`config.mk`:
```
export PLATFORM = sky130hd
export DESIGN_NAME = spi_slave_rx
export DESIGN_NICKNAME = d
export VERILOG_FILES = /design/src/rtl/spi_slave_rx.sv
export SDC_FILE = /design/constraint.sdc
export NUM_CORES = 1
export LEC_CHECK = 0
export BUFFER_PORTS_ARGS = -buffer_cell sky130_fd_sc_hd__clkbuf_2
export CAP_MARGIN = 30
export CORE_ASPECT_RATIO = 0.9
export CORE_MARGIN = 8
export CORE_UTILIZATION = 45
export CTS_CLUSTER_SIZE = 28
export DETAILED_ROUTE_END_ITERATION = 10
export GPL_TIMING_DRIVEN = 0
export HOLD_SLACK_MARGIN = 0.1
export PLACE_DENSITY = 0.68
export SLEW_MARGIN = 20
export SYNTH_ARGS = -nofsm -noshare
export SYNTH_HDL_FRONTEND = slang
export SYNTH_SLANG_ARGS = --single-unit
```
`constraint.sdc`:
```
create_clock -name clk_out1 -period 2.9 [get_ports clk_out1]
set_clock_uncertainty 0.05 [all_clocks]
set_input_delay 0.435 -clock clk_out1 [delete_from_list [all_inputs] [get_ports clk_out1]]
set_output_delay 0.435 -clock clk_out1 [all_outputs]
set_load 0.01 [all_outputs]
```
`src/rtl/spi_slave_rx.sv`:
```
// ============================================================================
// spi_slave_rx
//   SPI responder for an 8-bit master. sclk, ss_n and mosi are brought into
//   the clk_out1 domain through synchronizer chains and sclk edges are
//   detected there. Frames are LSB first and sclk idles low: mosi is sampled
//   on sclk fall and miso advances on sclk rise. The preloaded transmit byte
//   is returned on miso; each complete received byte is presented on rx_data
//   with a one-cycle rx_valid pulse.
//   Revision: 1.0 - initial release
// ============================================================================
`default_nettype none

module spi_slave_rx #(
  parameter int WIDTH       = 8,
  parameter int SYNC_STAGES = 2
) (
  input  logic             clk_out1,
  input  logic             rst,
  input  logic             sclk,
  input  logic             ss_n,
  input  logic             mosi,
  output logic             miso,
  output logic             miso_oe,
  input  logic [WIDTH-1:0] tx_data,
  input  logic             tx_load,
  output logic             tx_empty,
  output logic [WIDTH-1:0] rx_data,
  output logic             rx_valid,
  output logic             busy,
  output logic             frame_err
);

  localparam int CW = (WIDTH > 1) ? $clog2(WIDTH) : 1;
  localparam logic [CW-1:0] LAST_BIT = CW'(WIDTH - 1);

  typedef enum logic [2:0] {
    S_IDLE  = 3'd0,
    S_LOAD  = 3'd1,
    S_SHIFT = 3'd2,
    S_DONE  = 3'd3,
    S_WAIT  = 3'd4
  } state_t;

  state_t state;

  logic [SYNC_STAGES-1:0] sclk_sh;
  logic [SYNC_STAGES-1:0] ss_sh;
  logic [SYNC_STAGES-1:0] mosi_sh;
  // Marks when every synchronizer stage holds a real sample (not a reset value)
  logic [SYNC_STAGES-1:0] primed;
  logic                   sclk_prev;

  logic sclk_sync;
  logic ss_sync;
  logic mosi_sync;
  logic sclk_rise;
  logic sclk_fall;
  logic sync_ready;

  // Set once ss_n has been observed high in IDLE; a frame may only start
  // after that, so a reset in the middle of a frame ignores its remainder.
  logic armed;

  logic [CW-1:0]    cnt;
  logic [WIDTH-1:0] tx_buf;
  logic [WIDTH-1:0] shreg_tx;
  logic [WIDTH-1:0] rx_shreg;

  assign sclk_sync  = sclk_sh[SYNC_STAGES-1];
  assign ss_sync    = ss_sh[SYNC_STAGES-1];
  assign mosi_sync  = mosi_sh[SYNC_STAGES-1];
  assign sync_ready = primed[SYNC_STAGES-1];
  assign sclk_rise  = sclk_sync & ~sclk_prev;
  assign sclk_fall  = ~sclk_sync & sclk_prev;
  assign busy       = (state != S_IDLE);

  // Synchronizer chains for the SPI pins plus the sclk history used for edge detection
  always_ff @(posedge clk_out1) begin
    if (!rst) begin
      sclk_sh   <= '0;
      ss_sh     <= '1;
      mosi_sh   <= '0;
      primed    <= '0;
      sclk_prev <= 1'b0;
    end else begin
      sclk_sh   <= {sclk_sh[SYNC_STAGES-2:0], sclk};
      ss_sh     <= {ss_sh[SYNC_STAGES-2:0], ss_n};
      mosi_sh   <= {mosi_sh[SYNC_STAGES-2:0], mosi};
      primed    <= {primed[SYNC_STAGES-2:0], 1'b1};
      sclk_prev <= sclk_sync;
    end
  end

  // Frame FSM: loads the tx shifter, shifts bits on sclk edges, reports results
  always_ff @(posedge clk_out1) begin
    if (!rst) begin
      state     <= S_IDLE;
      armed     <= 1'b0;
      cnt       <= '0;
      tx_buf    <= '0;
      tx_empty  <= 1'b1;
      shreg_tx  <= '0;
      rx_shreg  <= '0;
      rx_data   <= '0;
      rx_valid  <= 1'b0;
      frame_err <= 1'b0;
      miso      <= 1'b0;
      miso_oe   <= 1'b0;
    end else begin
      rx_valid  <= 1'b0;
      frame_err <= 1'b0;

      case (state)
        S_IDLE: begin
          miso    <= 1'b0;
          miso_oe <= 1'b0;
          if (sync_ready) begin
            if (ss_sync) begin
              armed <= 1'b1;
            end else if (armed) begin
              armed <= 1'b0;
              state <= S_LOAD;
            end
          end
        end

        S_LOAD: begin
          if (ss_sync) begin
            state     <= S_IDLE;
            frame_err <= 1'b1;
            miso      <= 1'b0;
            miso_oe   <= 1'b0;
          end else begin
            shreg_tx <= tx_buf;
            miso     <= tx_buf[0];
            miso_oe  <= 1'b1;
            cnt      <= '0;
            tx_empty <= 1'b1;
            state    <= S_SHIFT;
          end
        end

        S_SHIFT: begin
          if (ss_sync) begin
            state     <= S_IDLE;
            frame_err <= 1'b1;
            miso      <= 1'b0;
            miso_oe   <= 1'b0;
          end else if (sclk_fall) begin
            rx_shreg[cnt] <= mosi_sync;
            cnt           <= cnt + 1'b1;
            if (cnt == LAST_BIT) begin
              state <= S_DONE;
            end
          end else if (sclk_rise && (cnt != '0)) begin
            // Bit 0 was already presented in LOAD; the first rise leaves it
            miso <= shreg_tx[cnt];
          end
        end

        S_DONE: begin
          rx_data  <= rx_shreg;
          rx_valid <= 1'b1;
          state    <= S_WAIT;
        end

        S_WAIT: begin
          if (ss_sync) begin
            state   <= S_IDLE;
            miso    <= 1'b0;
            miso_oe <= 1'b0;
          end
        end

        default: begin
          state <= S_IDLE;
        end
      endcase

      // A load always targets the buffer for the next frame and wins over
      // the empty flag being set by LOAD in the same cycle.
      if (tx_load) begin
        tx_buf   <= tx_data;
        tx_empty <= 1'b0;
      end
    end
  end

endmodule

`default_nettype wire

```
# Word level (Yosys, flattened, before mapping)

Cells that the tools add are included.

Input port bits: 14
Logic and storage cells: 96
Memory bits (read-only): 0
Register bits: 53
Memories kept: 0
Output and inout bits: 14
RAM bits: 0
Latch bits: 0

Order comparisons: 2
Muxes and demuxes: 32
Reduce and logical (&&, ||, !) cells: 20
Div/mod/pow operators: 0
Shift operators: 0
Eq/ne operators: 18
Multipliers: 0
Add/subtract/negate cells: 1
Bitwise gates (word level): 5

Operators by type and width:

| operator                                                          | number |
|---|---|
| two-way mux 3 bit                                                 | 10 |
| inequality test 2 bit, second input constant                      | 8 |
| one-hot mux 3 bit (5 select lines)                                | 1 |
| two-way mux 1 bit                                                 | 14 |
| inequality test 3 bit, second input constant                      | 4 |
| AND reduction 2 bit                                               | 5 |
| nonzero test 3 bit                                                | 3 |
| bitwise mux 8 bit                                                 | 1 |
| AND reduction 4 bit                                               | 2 |
| == test 3 x 2 -> 1 bit, second input constant                     | 2 |
| == test 3 bit, second input constant                              | 2 |
| one-hot mux 3 bit (2 select lines)                                | 1 |
| AND reduction 6 bit                                               | 1 |
| < comparator 3 x 4 -> 1 bit, second input constant                | 1 |
| one-hot mux 1 bit (4 select lines)                                | 1 |
| nonzero test 2 bit                                                | 2 |
| nonzero test 4 bit                                                | 1 |
| OR reduction 2 bit                                                | 2 |
| adder 3 x 1 -> 3 bit, second input constant                       | 1 |
| binary-select mux 1 bit (select 3 bit)                            | 1 |
| demux 1 bit (select 3 bit)                                        | 1 |
| == test 3 x 1 -> 1 bit, second input constant                     | 1 |
| greater-or-equal comparator 3 x 1 -> 1 bit, second input constant | 1 |
| logical NOT 3 bit                                                 | 1 |
| other kinds (7)                                                   | 11 |

# Depth between registers and ports, before layout

Depth in word-level cells: 7
Mapped depth: 7
Depth with buffers taken out: 6

# Least setup slack after synthesis

No wires, ideal clock.

Kind: register -> register
Start: reg ss_sh[1]
End: reg rx_shreg[0]
Stages on the path, launching flop included: 6
Clock period less this slack: 1.408 ns
Required time: 2.719 ns
Slack: 1.492 ns
Data arrival time: 1.227 ns
Path through: dfxtp_1 -> buf_6 -> nor4b_4 -> nand3_2 -> o311ai_1 -> o41ai_1

Longest elaborated chain between the ends: 2

Ends and longest elaborated chain:

| element                              | line | RTL |
|---|---|---|
| start, declared                      | 47   | `logic [SYNC_STAGES-1:0] ss_sh;` |
| start signal, assigned               | 87   | `ss_sh <= {ss_sh[SYNC_STAGES-2:0], ss_n};` |
| inverter 1 bit (no source line)      | --   |  |
| AND reduction 3 bit (no source line) | --   |  |
| end signal, assigned by index        | 150  | `rx_shreg[cnt] <= mosi_sync;` |
| end, declared                        | 67   | `logic [WIDTH-1:0] rx_shreg;` |

No other way between the ends.
A chain may end at the register's enable or synchronous reset.

# Worst setup path after layout

Start: reg state[2]
End: out busy

Longest elaborated chain between the ends: 1

Ends and longest elaborated chain:

| element                | line | RTL |
|---|---|---|
| start, declared        | 44   | `state_t state;` |
| start signal, assigned | 97   | `state <= S_IDLE;` |
| start signal, assigned | 122  | `state <= S_LOAD;` |
| start signal, assigned | 129  | `state <= S_IDLE;` |
| nonzero test 3 bit     | 75   | `assign busy = (state != S_IDLE);` |
| end, declared          | 29   | `output logic busy,` |

No other way between the ends.

==> impl_metrics.yaml <==
worst_setup_path:
  cp-end-kind: "output pin"
  slowest_delay_ps: 390
  rr_startpoint: "ss_sh[1]$_SDFF_PN1_"
  worstPathRequired_ps: 2410
  critPathBufInv: 2
  crit_family: "simple AND/OR/NAND/NOR gates"
  critPathLaunch: "state[2]$_SDFFE_PN0P_"
  critical_path_class: "reg2out"
  worstPathMaxFanout: 10
  path_cells: "buf_2, or3_1, clkbuf_2"
  cpMaxStageDelayCell: "or3_1"
  arrival_ps: 1390
  start_kind: "flip-flop"
floorplanning:
  ioPinCount: 28
  core_area_sq_um: 4775
  die_y_um: 82.29
  die_w_um: 89.66
  initial_utilization: 0.4602
  rows: 24
  dieArea_sq_um: 7378
detailed_routing:
  vias: 1634
  dr.pass1.iters: 5
  drc: 0
  detail_route.wl_per_cell_um: 12.50
  drt_iter0_markers: 93
  wl_mm: 4.187
  ant_nets: 0
  viasPerCell: 4.878
timing:
  fmax_ghz: 0.5325
  setup_viol: 0
  maxSlewViolCount: 0
  whs_ps: 268.6
  relSlewSlack: 0.5971
  worst_pin_slew_ps: 604.3
  rsz0062_at_grt: "false"
  fin_tns_setup_ps: 0
  period_needed_ps: 1878
  period_share: 0.6476
  hold_viol: 0
placement:
  hpwl_mm: 3.038
  gp_congestion: 0.7857
  place_area_sq_um: 2409
  portBuffers: 26
synthesis:
  syn-instance-count: 236
  synth_top_cell_area_share: 0.4829
  synth-edff-count: 0
  synth_warnings: 0
  syn_area_per_cell_sq_um: 9.310
  yosysTopAreaCell: "dfxtp_1"
  netlist_area_sq_um: 2197
  synth_nets: 253
  ys_ff_latch: 53
  ys_seq_area_frac: 0.4829
  ys.flop_type: "dfxtp_1"
  synth_cell_types: 43
  synthTopCellsByArea: "dfxtp_1 (48%), nand2_1 (8.7%), mux2i_1 (7.7%)"
  async_reset_ff_frac: 0
hold_path:
  hp-start: "ss_n"
  hold_path.class: "in2reg"
power:
  cellLeakagePower_nw: 0.9862
  ir_worst_vdd_v: 0.0002882
  p_comb_frac: 0.039
  total_power_w: 0.001380
  swShare: 0.1945
  clock_power_share: 0.419
  p_sw_w: 0.0002683
  p_seq_frac: 0.542
  internal_power_w: 0.001111
  power_density_nw_per_um2: 542.6
clock_tree:
  ctsHoldBuffers: 0
  cts_tree: "yes"
  numCtsBuffers: 5
  clk_latency_ps: 300
  cts_num_sinks: 53
  clockBufferDepth: 2
  post_cts_buffers: 0
  cts.reportedPaths.clkPinSlew_ps: 90
  root_buffer: "clkbuf_8"
  h-tree-depth: 2
  cts-resized-gates: 0
global_routing:
  grt_overflow: 0
  grt_max_degree: 17
  first_global_vias: 1611
  grt_use_total: 0.1245
  antenna_found_initial: 0
  grt_pass1_wl_mm: 7.120
layout:
  diodes: 0
  area_growth_pct: 15.72
  final_cell_mix: "dfxtp_1 (53), nand2_1 (51), clkbuf_2 (26), mux2i_1 (17)"
  nets: 286
  final_area_sq_um: 2542
  drive_gt1_frac: 0.1852
  layout_commonest_cell: "dfxtp_1"
job:
  cap_violations: 0
run_status:
  status: "completed"
flip-flops by register name, summed over array words and instances (netlist names):
name and flops:
sclk_prev 1, rx_data 8, primed 2, mosi_sh 2, tx_empty 1, sclk_sh 2, miso 1, rx_shreg 8
rx_valid 1, cnt 3, state 3, shreg_tx 8, tx_buf 8, miso_oe 1, frame_err 1, ss_sh 2
armed 1
power by group through the flow:
| stage | Sequential (W) | Combinational, W | Clock (W) |
|---|---|---|---|
| detailed placement | 0.000765 | 0.0000548 | 0 |
| finish | 0.000748 | 0.0000536 | 0.000578 |
| floorplan | 0.000764 | 0.0000359 | 0 |
| global placement | 0.000765 | 0.0000535 | 0 |
| CTS | 0.000748 | 0.0000549 | 0.000594 |
| global route | 0.000750 | 0.0000602 | 0.000619 |
synth_stat cells, types with 2 or more instances:
library cell	count
ha_1	3
o21ai_0	2
o21ai_1	2
mux2i_1	17
nor2b_1	13
a21boi_1	13
o41ai_1	2
and2_1	10
o311ai_1	2
clkbuf_1	8
a31o_2	2
nor2_1	10
nand3_1	3
inv_1	3
a21boi_0	6
nand2b_1	3
buf_6	2
nand2_1	51
dfxtp_1	53
buf_2	5
nand4_1	4
area by class of cell:
class	count	area, sq um
inverter	3	11.26
timing repair buffer	26	130.1
clock buffer	5	68.82
multi-input combinational	165	1047
tap	65	81.33
sequential	53	1061
buffer	15	77.57
fill	454	2232
clock inverter	3	65.06
per-stage QoR:
step	instances	setup WS, ps	utilization
after CTS	335	1008	0.5325
after global placement	327	1356	0.5045
after global routing	335	952.6	0.5325
after detailed placement	327	1282	0.5045
after floorplan	236	1492	-
final	335	1022	0.5325
layer usage:
metal	wire [um]	global-route usage	vias up
met1	2129	0.1501	735
met5	0	0	-
li1	-	-	864
met3	179	0.03462	5
met4	46	0.04478	0
met2	1830	0.2078	30
kinds of logic (layout without fill, tap and decap cells):
family,after synthesis,count (layout),synth area share
xor+xnor,1,1,0.003987
mux,17,17,0.07745
fa+ha+maj,3,3,0.01709
simple gates,107,107,0.2506
flops,53,53,0.4829
compound gates,37,37,0.1276
buf+inv,18,52,0.04043
worst register-to-register path, cell delays in order (launching register included):
cell,delay [ps]
dfxtp_1,320
buf_6,140
nor4b_4,400
nand3_2,180
o311ai_1,310
o41ai_1,120
path summary, 6_finish.rpt:
kind                         endpoint  slack (ps)  depth (start not counted)
max reg2reg  rx_shreg[0]$_SDFFE_PN0P_        1260                          5
min               ss_sh[0]$_SDFF_PN1_         270                          2
min reg2reg       ss_sh[1]$_SDFF_PN1_         370                          1
max                              busy        1020                          3
(Power assumes the default switching activity.)
